`config.mk`:
```
export PLATFORM = sky130hd
export DESIGN_NAME = spi_master_tx
export DESIGN_NICKNAME = d
export VERILOG_FILES = /design/src/rtl/spi_master_tx.sv
export SDC_FILE = /design/constraint.sdc
export NUM_CORES = 1
export LEC_CHECK = 0
export ABC_AREA = 0
export ABC_CLOCK_PERIOD_IN_PS = 1900
export BUFFER_PORTS_ARGS = -buffer_cell sky130_fd_sc_hd__buf_2
export CORE_MARGIN = 4
export CORE_UTILIZATION = 51
export CTS_BUF_LIST = sky130_fd_sc_hd__clkbuf_4 sky130_fd_sc_hd__clkbuf_8 sky130_fd_sc_hd__clkbuf_16
export DETAILED_ROUTE_END_ITERATION = 8
export GPL_ROUTABILITY_DRIVEN = 0
export PLACE_DENSITY = 0.75
export SETUP_SLACK_MARGIN = 0.3
export SYNTH_ARGS = -nofsm -noshare
export SYNTH_HDL_FRONTEND = slang
export SYNTH_SLANG_ARGS = --single-unit
```
`constraint.sdc`:
```
create_clock -name clk -period 1.9 [get_ports clk]
set_input_delay 0.095 -clock clk [delete_from_list [all_inputs] [get_ports clk]]
set_output_delay 0.095 -clock clk [all_outputs]
set_load 0.02 [all_outputs]
```
`src/rtl/spi_master_tx.sv`:
```
// SPI master transmitter: 12-bit word, LSB first, sclk free-running from a divider.
// cs/mosi update only on sclk falling toggles; frame = 1 setup period + 12 data periods.
module spi_master_tx #(
  parameter int CLK_DIV = 4
) (
  input  logic        clk,
  input  logic        rst,
  input  logic        start,
  input  logic [11:0] din,
  output logic        ready,
  output logic        busy,
  output logic        sclk,
  output logic        cs,
  output logic        mosi,
  output logic        done
);

  typedef enum logic [2:0] {IDLE, WAIT, SETUP, SHIFT, GUARD} state_t;

  localparam logic [7:0] DIV_LAST = 8'(CLK_DIV - 1);

  state_t      state_q, state_d;
  logic [7:0]  div_q, div_d;
  logic        sclk_q, sclk_d;
  logic        cs_q, cs_d;
  logic        mosi_q, mosi_d;
  logic        done_q, done_d;
  logic [3:0]  bit_q, bit_d;
  logic [11:0] sh_q, sh_d;
  logic        tick, fall;

  assign tick  = (div_q == DIV_LAST);
  assign fall  = tick & sclk_q;

  assign ready = (state_q == IDLE);
  assign busy  = (state_q != IDLE);
  assign sclk  = sclk_q;
  assign cs    = cs_q;
  assign mosi  = mosi_q;
  assign done  = done_q;

  always_ff @(posedge clk or posedge rst) begin
    if (rst) begin
      state_q <= IDLE;
      div_q   <= '0;
      sclk_q  <= 1'b0;
      cs_q    <= 1'b1;
      mosi_q  <= 1'b0;
      done_q  <= 1'b0;
      bit_q   <= '0;
      sh_q    <= '0;
    end else begin
      state_q <= state_d;
      div_q   <= div_d;
      sclk_q  <= sclk_d;
      cs_q    <= cs_d;
      mosi_q  <= mosi_d;
      done_q  <= done_d;
      bit_q   <= bit_d;
      sh_q    <= sh_d;
    end
  end

  always_comb begin
    div_d   = tick ? 8'd0 : div_q + 8'd1;
    sclk_d  = tick ? ~sclk_q : sclk_q;
    state_d = state_q;
    cs_d    = cs_q;
    mosi_d  = mosi_q;
    done_d  = 1'b0;
    bit_d   = bit_q;
    sh_d    = sh_q;
    case (state_q)
      IDLE: if (start) begin
        sh_d    = din;
        state_d = WAIT;
      end
      WAIT: if (fall) begin
        cs_d    = 1'b0;
        mosi_d  = 1'b0;
        state_d = SETUP;
      end
      SETUP: if (fall) begin
        mosi_d  = sh_q[0];
        sh_d    = {1'b0, sh_q[11:1]};
        bit_d   = 4'd0;
        state_d = SHIFT;
      end
      SHIFT: if (fall) begin
        // bit_q names the bit currently on mosi; end after bit 11 had a full period
        if (bit_q == 4'd11) begin
          cs_d    = 1'b1;
          mosi_d  = 1'b0;
          done_d  = 1'b1;
          bit_d   = 4'd0;
          state_d = GUARD;
        end else begin
          mosi_d  = sh_q[0];
          sh_d    = {1'b0, sh_q[11:1]};
          bit_d   = bit_q + 4'd1;
        end
      end
      GUARD: if (fall) begin
        if (bit_q == 4'd1) begin
          bit_d   = 4'd0;
          state_d = IDLE;
        end else begin
          bit_d   = bit_q + 4'd1;
        end
      end
      default: state_d = IDLE;
    endcase
  end

endmodule

```
==> Implementation_results.wiki <==
{| class="wikitable"
! Metric !! Value
|-
| Mean instance size in the synthesized netlist || 10.4 sq um
|-
| Antenna diode count || 0
|-
| Cell with the most instances after synthesis || sky130_fd_sc_hd__nand2_1
|-
| Headroom to the max-slew limit || 62.6%
|-
| Source of the worst hold timing path || din[8]
|-
| Cell type of the slowest stage on the worst timing path || sky130_fd_sc_hd__dfrtp_1
|-
| Clock root buffer || sky130_fd_sc_hd__clkbuf_4
|-
| Yosys synthesis warning count || 0
|-
| Endpoint of the worst hold-timing path || sh_q[8]
|-
| Gate count after technology mapping || 153
|-
| Clock sink count || 31
|-
| Total of flip-flops plus latches after synthesis || 31
|-
| Cell types with the highest counts after synthesis || sky130_fd_sc_hd__nand2_1 (35), sky130_fd_sc_hd__dfrtp_1 (30), sky130_fd_sc_hd__mux2_4 (9), sky130_fd_sc_hd__nand3_1 (9), sky130_fd_sc_hd__inv_1 (8)
|-
| Type of origin of the critical path || flop
|-
| Worst reg2reg setup slack || 130 ps
|-
| Cell Rows || 19
|-
| Register clock-pin slew on the reported worst setup and hold paths || 100 ps
|-
| DPL Wire Length || 2340 microns
|-
| Number of enable-type register cells in the synthesized netlist || 0
|-
| Count of pins over their slew limit || 0
|-
| Critical Path End Type || flop
|-
| Distinct cell type count after synthesis || 40
|-
| Crit Path Class || flop to flop
|-
| Placement-stage worst setup slack || 73.4 ps
|-
| Vias/cell || 5.49
|-
| WL final || 3380 microns
|-
| Die height || 63.7 microns
|-
| Antenna Violating Nets Remaining || 0
|-
| Starting Density || 55.5%
|-
| Final Critical Period || 1770 ps
|-
| Prevailing post-synth register cell || sky130_fd_sc_hd__dfrtp_1
|-
| Worst path cell trace || ha_1, nand4b_1, o21ai_0, a211o_1, buf_12, mux2_4
|-
| Top cells by area, synth || sky130_fd_sc_hd__dfrtp_1 (47%), sky130_fd_sc_hd__mux2_4 (8.5%), sky130_fd_sc_hd__nand2_1 (8.3%)
|-
| Worst Path Required || 2130 ps
|-
| Sum of overflow across all layers after global routing || 0
|-
| Average detailed-routed wire length per instance || 14.8 microns
|-
| Class of the worst hold path || input pin to flop
|-
| Final net count || 214
|-
| Total Neg Setup Slack || 0 ps
|-
| Count of vias placed by the detailed router || 1252
|-
| Post-synthesis to final-layout area growth || 26.1%
|-
| Leakage component of the power || 0.998 nW
|-
| Share of the clock period used by the worst path after layout || 93.3%
|-
| Number of antenna violations at the first check in global routing || 0
|-
| Number of iterations in the first detailed-routing pass || 4
|-
| Floorplan die area || 4060 sq um
|-
| H-tree depth || 2
|-
| RSZ-0062 raised after global routing || true
|-
| CTS tree || yes
|-
| Number of max-cap violations || 0
|-
| # DRC || 0
|-
| Final Hold Vio Count || 0
|-
| Count of pins on the block boundary || 21
|-
| Share of layout cells above drive strength 1 || 38.6%
|-
| Worst hold path depth || 4
|-
| Overall routing resource usage || 18.2%
|-
| Setup skew after layout || 9.65 ps
|-
| Clock Latency Late Sink || 340 ps
|-
| PortBufs || 20
|-
| Post-route setup slack || 127 ps
|-
| Number of buffers added by the clock tree synthesis step || 5
|-
| Wire length of the first global-routing pass || 5770 microns
|-
| Fmax || 564 MHz
|-
| Maximum number of pins on one net before global-route repair || 32
|-
| Area of the core || 2850 sq um
|-
| Summed instance area of the synthesized netlist || 1580 sq um
|-
| Vias in the first global route || 1270
|-
| Slew at the pin closest to its max-slew limit || 560 ps
|-
| Delay contributed by the slowest stage of the critical path || 420 ps
|-
| Width of the chip || 63.7 microns
|-
| Proportion of synthesized chip area in sequential cells || 49.1%
|-
| Reg2reg start || bit_q[1]
|-
| Status || complete, no violations
|-
| Worst-case reg-to-reg path depth || 6
|-
| Cell accounting for the most synthesized area || sky130_fd_sc_hd__dfrtp_1
|-
| Arr. time, crit path || 2010 ps
|-
| Max Buffers Root-to-Sink || 2
|-
| Worst IR drop on VDD || 0.00107 V
|-
| Ys async rst share || 100%
|-
| Total power per unit cell area || 1270 nW/um^2
|-
| Total number of cells along the worst setup path || 6
|-
| Maximum fanout encountered on the critical timing path || 12
|-
| Gate family responsible for the most delay along the worst path || flip-flops
|-
| Top cell type's share of synthesized area || 47.4%
|-
| Number of setup violations in the final report || 0
|-
| CP bufs+invs || 1
|-
| Mapped Nets || 171
|-
| Terminus of the critical flop-to-flop path || sh_q[5]
|-
| DR iter-0 viols || 69
|}
==> state kept, by name, summed over array words and instances, names as in the netlist <==
name     flops
sclk         1
mosi         1
state_q      3
done         1
cs           1
sh_q        12
div_q        8
bit_q        4
==> worst max-delay path by stage <==
stage,endpoint,start,slack (ps)
global route,sh_q[5],div_q[1],70
global placement,sh_q[7],bit_q[0],130
CTS,sh_q[5],div_q[1],130
floorplan,sh_q[0],div_q[0],80
detailed placement,sh_q[5],bit_q[0],70
finish,sh_q[5],bit_q[1],130
==> where the power goes <==
| group | internal, mW | total [mW] | switching, mW |
|---|---|---|---|
| Sequential | 0.848 | 1.03 | 0.179 |
| Combinational | 0.579 | 1.11 | 0.532 |
| Clock | 0.172 | 0.396 | 0.224 |
==> what timing repair did <==
item	in CTS	in global routing
hold buffers	2	0
endpoints found under the hold margin	31	0
setup endpoints to repair	18	21
resized for setup	4	12
pin swaps	5	7
setup buffers	4	5
==> per-layer routing <==
layer,global-route usage (%),share of wire (%),routed length (microns),vias up
met5,0,0,0,-
met3,4.90,4.5,153,5
li1,-,-,-,618
met1,21.5,43,1460,605
met2,30.8,50,1700,24
met4,8.89,1.7,59,0
==> layout by cell type, fill, tap and decap left out, drive strengths merged, types with 3 or more instances in the layout <==
master,n
nand3,9
nand2,36
nor3,4
ha,3
dfrtp,30
clkbuf,7
xnor2,6
inv,8
mux2,11
nor2,3
o21ai,4
nor2b,3
buf,40
==> metrics by stage <==
stage          hold slack [ps]  area [sq um]  util (%)  instances  total power [mW]
2_1_floorplan              198          1590         -        153              1.81
3_3_place_gp               185          1790      62.8        209              1.99
3_5_place_dp               187          1790      62.8        209              2.06
4_1_cts                   70.2          1910      67.0        223              2.51
5_1_grt                   93.9          2000      70.0        228              2.73
6_report                  73.3          2000      70.0        228              2.53
==> layout make-up <==
type,count,area (sq um)
Clock buffer,7,52.6
Inverter,8,30.0
Fill cell,203,855
Sequential cell,31,779
Multi-Input combinational cell,108,802
Timing Repair Buffer,42,290
Clock inverter,1,5.00
Tap cell,31,38.8
==> cell families (layout without fill, tap and decap cells) <==
family / count (synthesis) / in the layout / share of synthesized area (%)
flip-flops: 31 / 31 / 49.1
XOR/XNOR: 7 / 7 / 3.87
AND/OR/NAND/NOR: 67 / 67 / 21.6
adder cells (fa/ha/maj): 3 / 3 / 2.37
buffers and inverters: 14 / 58 / 3.79
AO/OA/AOI/OAI: 19 / 19 / 8.69
multiplexers: 12 / 12 / 10.6
==> worst min-delay path: cells and delay by family <==
kind / cells / cell delay [ps]
buffers and inverters: 1 / 80
muxes: 1 / 120
and+or+nand+nor: 2 / 90
No activity file was read; power rests on OpenSTA's default activity.
